File: config.mk
export PLATFORM = sky130hd
export DESIGN_NAME = ifu
export DESIGN_NICKNAME = d
export VERILOG_FILES = /design/src/rtl/ifu.sv
export SDC_FILE = /design/constraint.sdc
export NUM_CORES = 1
export LEC_CHECK = 0
export BUFFER_PORTS_ARGS = -buffer_cell sky130_fd_sc_hd__buf_2
export CAP_MARGIN = 10
export CORE_ASPECT_RATIO = 1.4
export CORE_UTILIZATION = 35
export CTS_BUF_LIST = sky130_fd_sc_hd__clkbuf_2 sky130_fd_sc_hd__clkbuf_4 sky130_fd_sc_hd__clkbuf_8
export CTS_CLUSTER_SIZE = 24
export DETAILED_ROUTE_END_ITERATION = 10
export GPL_TIMING_DRIVEN = 0
export HOLD_SLACK_MARGIN = 0.05
export PLACE_DENSITY = 0.69
export RECOVER_POWER = 100
export SYNTH_ARGS = -nofsm -noshare
export SYNTH_HDL_FRONTEND = slang
export SYNTH_SLANG_ARGS = --single-unit
File: constraint.sdc
create_clock -name clk -period 4.9 [get_ports clk]
set_input_delay 0.245 -clock clk [delete_from_list [all_inputs] [get_ports clk]]
set_output_delay 0.245 -clock clk [all_outputs]
set_load 0.02 [all_outputs]
File: src/rtl/ifu.sv
// Instruction fetch unit: one outstanding fetch at a time, a single-entry
// output buffer towards the decoder, and redirect/kill handling for
// in-flight requests and responses.
module ifu #(
  parameter int unsigned           ADDR_WIDTH = 32,
  parameter int unsigned           INST_WIDTH = 32,
  parameter logic [ADDR_WIDTH-1:0] RESET_PC   = 32'h8000_0000
) (
  input  logic                  clk,
  input  logic                  rst,
  output logic                  imem_req_valid_o,
  input  logic                  imem_req_ready_i,
  output logic [ADDR_WIDTH-1:0] imem_req_addr_o,
  input  logic                  imem_rsp_valid_i,
  input  logic [INST_WIDTH-1:0] imem_rsp_data_i,
  input  logic                  imem_rsp_err_i,
  input  logic                  redirect_valid_i,
  input  logic [ADDR_WIDTH-1:0] redirect_pc_i,
  output logic [INST_WIDTH-1:0] instr_ifu_o,
  output logic [ADDR_WIDTH-1:0] pc_ifu_o,
  output logic                  instr_valid_o,
  input  logic                  instr_ready_i,
  output logic                  fetch_err_o
);

  typedef enum logic [1:0] {
    S_REQ,
    S_WAIT,
    S_HOLD
  } state_e;

  state_e                  state_q, state_d;
  logic [ADDR_WIDTH-1:0]   pc_q, pc_d;
  logic                    kill_q, kill_d;
  logic                    valid_q, valid_d;
  logic [INST_WIDTH-1:0]   instr_q, instr_d;
  logic [ADDR_WIDTH-1:0]   pcout_q, pcout_d;
  logic                    err_q, err_d;
  logic [ADDR_WIDTH-1:0]   redirect_tgt;
  logic [ADDR_WIDTH-1:0]   pc_inc;

  // Redirect targets are word aligned; the low two bits are dropped.
  assign redirect_tgt = {redirect_pc_i[ADDR_WIDTH-1:2], 2'b00};
  assign pc_inc       = pc_q + {{(ADDR_WIDTH-3){1'b0}}, 3'd4};

  // Request valid is masked by rst so nothing is requested while reset is held.
  assign imem_req_valid_o = (state_q == S_REQ) && !rst;
  assign imem_req_addr_o  = pc_q;
  assign instr_ifu_o      = instr_q;
  assign pc_ifu_o         = pcout_q;
  assign instr_valid_o    = valid_q;
  assign fetch_err_o      = err_q;

  // Next-state logic: fetch sequencing, redirect handling and output buffer load.
  always_comb begin
    state_d = state_q;
    pc_d    = pc_q;
    kill_d  = kill_q;
    valid_d = valid_q;
    instr_d = instr_q;
    pcout_d = pcout_q;
    err_d   = err_q;
    unique case (state_q)
      S_REQ: begin
        if (imem_req_ready_i) begin
          state_d = S_WAIT;
          // Accepted request already targets the old path; its response must be dropped.
          if (redirect_valid_i) kill_d = 1'b1;
        end
        if (redirect_valid_i) pc_d = redirect_tgt;
      end
      S_WAIT: begin
        if (imem_rsp_valid_i) begin
          if (kill_q || redirect_valid_i) begin
            state_d = S_REQ;
            kill_d  = 1'b0;
          end else begin
            state_d = S_HOLD;
            valid_d = 1'b1;
            instr_d = imem_rsp_data_i;
            pcout_d = pc_q;
            err_d   = imem_rsp_err_i;
          end
        end else if (redirect_valid_i) begin
          kill_d = 1'b1;
        end
        if (redirect_valid_i) pc_d = redirect_tgt;
      end
      S_HOLD: begin
        if (redirect_valid_i) begin
          state_d = S_REQ;
          valid_d = 1'b0;
          pc_d    = redirect_tgt;
        end else if (instr_ready_i) begin
          state_d = S_REQ;
          valid_d = 1'b0;
          pc_d    = pc_inc;
        end
      end
      default: state_d = S_REQ;
    endcase
  end

  // State and output-buffer registers with asynchronous reset.
  always_ff @(posedge clk or posedge rst) begin
    if (rst) begin
      state_q <= S_REQ;
      pc_q    <= RESET_PC;
      kill_q  <= 1'b0;
      valid_q <= 1'b0;
      instr_q <= '0;
      pcout_q <= '0;
      err_q   <= 1'b0;
    end else begin
      state_q <= state_d;
      pc_q    <= pc_d;
      kill_q  <= kill_d;
      valid_q <= valid_d;
      instr_q <= instr_d;
      pcout_q <= pcout_d;
      err_q   <= err_d;
    end
  end

endmodule
# Word-level counts from Yosys, hierarchy flattened
# Index checks and enable logic that the tools add are counted.
[totals] regBits=101 latchBits=0 mem_count=0 out_inout_bits=99 mem_bits_rw=0 mem_bits_ro=0 inputBits=71 word_cells=50
[op_classes] n_bitwise=1 multipliers=0 n_lt_le_gt_ge=0 shifts=0 eq_ne=8 div_mod_pow=0 add_sub_neg=1 muxes=20 n_reduce_logical=13
[ops] cell="$mux 32" count=3
[ops] cell="$pmux 32 s2" count=1
[ops] cell="$add 32x3->32 const B" count=1
[ops] cell="$reduce_and 3->1" count=4
[ops] cell="$mux 2" count=5
[ops] cell="$mux 1" count=8
[ops] cell="$ne 2x2->1 const B" count=3
[ops] cell="$ne 3x3->1 const B" count=2
[ops] cell="$pmux 2 s3" count=1
[ops] cell="$reduce_bool 2->1" count=3
[ops] cell="$pmux 1 s2" count=2
[ops] cell="$reduce_and 4->1" count=1
[ops] cell="$eq 2x1->1 const B" count=1
[ops] cell="$eq 2x2->1 const B" count=1
[ops] cell="$logic_not 2->1" count=1
[ops] cell="$ne 2x1->1 const B" count=1
[ops] cell="$reduce_or 2->1" count=1
[ops] cell="$logic_and 1x1->1" count=1
[ops] cell="$logic_not 1->1" count=1
[ops] cell="$logic_or 1x1->1" count=1
[ops] cell="$not 1->1" count=1

# Logic depth before layout (Yosys ltp)
[logic_depth] ltp_word=4 mapped_depth=8 depth_no_buf=6

# Worst setup path before layout
# OpenSTA, ideal clock, no wires.
[synth_path] path_type="flip-flop to flip-flop" start="register pc_q[2], in the netlist imem_req_addr_o[2]" end="register pc_q[22], in the netlist imem_req_addr_o[22]" stages_incl_launch_ff=8 path_buffers=1 period_less_slack_ns=1.915 setup_ns=0.129 t_required_ns=4.771 setup_slack_ns=2.985 arrival_time_ns=1.785 cell_sequence="dfrtp_1 -> ha_1 -> and4_1 -> clkbuf_1 -> and3_1 -> and3_1 -> a311oi_1 -> nor3_1"
[synth_via] elab_chain_len=4
[synth_lines] element="from (decl)" line="33" text="logic [ADDR_WIDTH-1:0] pc_q, pc_d;"
[synth_lines] element="from (signal assigned)" line="116" text="pc_q <= pc_d;"
[synth_lines] element="$add 32x3->32" line="44" text="assign pc_inc = pc_q + {{(ADDR_WIDTH-3){1'b0}}, 3'd4};"
[synth_lines] element="$mux 32" line="94" text="end else if (instr_ready_i) begin"
[synth_lines] element="$mux 32" line="90" text="if (redirect_valid_i) begin"
[synth_lines] element="$pmux 32 s2" line="63" text="unique case (state_q)"
# Every way passes these cells. The select of a mux whose other input is x is not followed.
# A chain may end at the register's enable or synchronous reset.

# Worst setup path after layout
[layout_path] start="register state_q[0]" end="register pc_q[11], in the netlist imem_req_addr_o[11]"
[layout_via] elab_chain_len=4 word_cells_on_any_way=9 classes_between="eq/ne (4); mux (1); reduce/logical (4)"
[layout_lines] element="from (decl)" line="32" text="state_e state_q, state_d;"
[layout_lines] element="from (signal assigned)" line="115" text="state_q <= state_d;"
[layout_lines] element="$eq 2x1->1 or $logic_not 2->1 (tied branches)" line="63"
[layout_lines] element="$reduce_or 2->1 (no line)"
[layout_lines] element="$ne 2x1->1 (no line) or $reduce_bool 2->1 (tied branches)"
[layout_lines] element="$reduce_and 3->1 (no line)"
# Parallel ways exist; a longest one is shown, timed or not.

==> results.md <==
* Total Wirelength at 13.1 mm
* Clk_lat worst skew at 0.38 ns
* Hold path start: imem_rsp_data_i[29]
* Die area at 13,600 µm²
* Die W at 98.9 µm
* IO Pins at 170
* Worst path required time at 5.19 ns
* Period utilization at 55.7%
* Post-CTS Setup Bufs at 0
* CP Class: reg2reg
* GP Congestion at 0.869
* H-tree Lvls at 3
* Yosys top cell area share at 52.2%
* Antenna-violating nets left at 0
* Max-slew violations at 48
* Startpoint Class: flop
* Placed Area at 5650 µm²
* Drc violations at 0
* DP Wirelength at 9.80 mm
* GRT overflow at 0
* M1 GR Usage at 22.2%
* Place WS at 2.80 ns
* Top post-synthesis cells by area: dfrtp_1, mux2_2, a21oi_1
* Core Footprint at 12,800 µm²
* Initial Utilization at 35.9%
* Skew final at 0.0109 ns
* Maximum fanout along the worst path at 10
* Largest net degree at the start of global routing at 51
* Leak at 2.39 nW
* Overall routing resource usage at 19.2%
* Tmin final at 2.73 ns
* Via/cell ratio at 5.36
* Rows at 49
* CP Capture Type: flop
* RSZ-0062 raised after global routing: false
* Total clock buffers created by CTS at 9
* Top cells by count, synth: dfrtp_1, mux2_2, nand2_1, a21oi_1, nor2_1
* Ys async rst share at 100%
* # setup viols final at 0
* Slew headroom at -46.6%
* VDD IR-drop max at 0.243 mV
* Non-filler cells, final at 744
* DR iter-0 viols at 225
* Most common cell in the synthesized netlist: dfrtp_1
* CTS Buffer Depth at 2
* Reg2Reg Launch Point: state_q[0]
* Crit path DAT at 3.03 ns
* CTS tree: yes
* Yosys cell types at 50
* Register area share after synthesis at 52.8%
* Die H at 138 µm
* GR Util met3 at 4.16%
* Worst Hold Class: in2reg
* Clock sink count at 97
* Worst setup margin at 2.17 ns
* Layout area overhead at 22.9%
* First-pass GRT wire length at 20.0 mm
* Failing checks: max-capacitance violations, max-slew violations
* Slew @ Worst Pin at 2.19 ns
* WHS at 0.0830 ns
* Via count at 3,986
* Initial antenna violation count at 1
* Cell area power density at 508 nW/µm²
* Cell Area, Synth at 4600 µm²
* PortBufs at 163
* Final #Nets at 657
* Max Freq at 0.366 GHz
* Max cap viols at 1
* Status: finished, violations left
* Layout cells sized above 1 at 27.1%
* Avg Cell Area, Syn at 11.3 µm²
* Clk slew on worst S/H paths at 0.10 ns
* Critical path startpoint: state_q[0]
* Vias in the first global route at 3,939
* Hold Vio Cnt, Final at 0
* GR met2 Demand/Resource at 32.9%
* Post-route cell area at 5660 µm²
* Post-synthesis register bit count at 97
* DRT Pass-1 Iters at 5
* Leading area contributor after synthesis: dfrtp_1
* Layer with the highest usage: met2
* Setup TNS at 0 ns
* Main synth FF type: dfrtp_1
* EDFF count, synth at 0
* Synthesis Warnings at 0
* Placed cells at 726
* Mapped Cells at 406
* Clk root buf: clkbuf_8
* Routed len/inst at 17.6 µm
cell usage in the layout, fill, tap and decap left out, types with 3 or more instances in the layout:
cell type,count
clkinvlp_4,3
inv_1,4
a31oi_1,4
a21oi_1,28
buf_4,6
mux2_1,4
clkbuf_1,113
nand3_1,13
a211oi_1,5
nand4_1,8
buf_2,73
o22ai_1,11
nor2_1,23
or3_1,4
a2bb2oi_1,6
conb_1,4
o21ai_0,14
clkbuf_8,10
and3_1,9
dfrtp_1,96
nor3_1,15
and4_1,7
mux2_2,58
mux2i_1,3
nand2_1,29
and2_1,3
kinds of logic after synthesis:
| family | Yosys count | share of synthesized area, % |
|---|---|---|
| fa+ha+maj | 1 | 0.272 |
| simple gates | 121 | 14.6 |
| flops | 97 | 52.8 |
| mux | 65 | 16.0 |
| other cells | 1 | 0.0815 |
| compound gates | 84 | 11.5 |
| buf+inv | 37 | 4.81 |
layout make-up:
class	count	area, µm²
clock buffers	11	145
fillers	1320	7160
plain buffers	31	153
flip-flops and latches	97	2430
repair buffers	165	734
diodes	1	2.50
inverters	6	23.8
well taps	153	191
multi-input cells	275	1940
clock inverters	5	40.0
critical path, stage by stage, from the launching register on:
cell      delay, ns
dfrtp_1        0.38
clkbuf_1       0.22
nor3b_1        0.79
clkbuf_1       0.44
clkbuf_1       0.49
o21ai_0        0.15
a21oi_1        0.19
registers in the layout, indices dropped and copies added (netlist names):
register	cells
fetch_err_o	1
imem_req_addr_o	30
instr_ifu_o	32
instr_valid_o	1
kill_q	1
pc_ifu_o	30
state_q	2
metrics by stage:
step	power (mW)	utilization (%)
floorplan	2.04	-
global placement	2.45	43.9
detailed placement	2.50	44.1
CTS	3.01	45.6
global route	3.05	44.2
finish	2.88	44.2
timing repair:
item	CTS	global route
resized for setup	0	0
hold endpoints to repair	47	0
setup endpoints to repair	0	0
hold buffers	1	0
per-layer routing:
layer  share of wire [%]  vias to the layer above
met5                   0                        -
met4                 2.7                        0
met3                 6.9                       24
met2                  51                      189
met1                  39                     1939
li1                    -                     1834
final timing paths:
kind | to | slack (ns) | cells past startpoint
setup / recovery | imem_req_addr_o[11] | 2.17 | 6
hold / removal | instr_ifu_o[29] | 0.08 | 2
setup reg to reg | imem_req_addr_o[11] | 2.17 | 6
hold reg to reg | pc_ifu_o[5] | 0.50 | 2
max in group asynchronous | imem_req_addr_o[31] | 2.87 | 4
min in group asynchronous | instr_ifu_o[23] | 1.00 | 3
power breakdown:
group          internal, mW  total, mW  switching, mW
logic                 0.392       1.10          0.705
registers              1.10       1.28          0.183
clock network         0.207      0.496          0.289
Note: power is estimated with default switching activity, not from simulation.
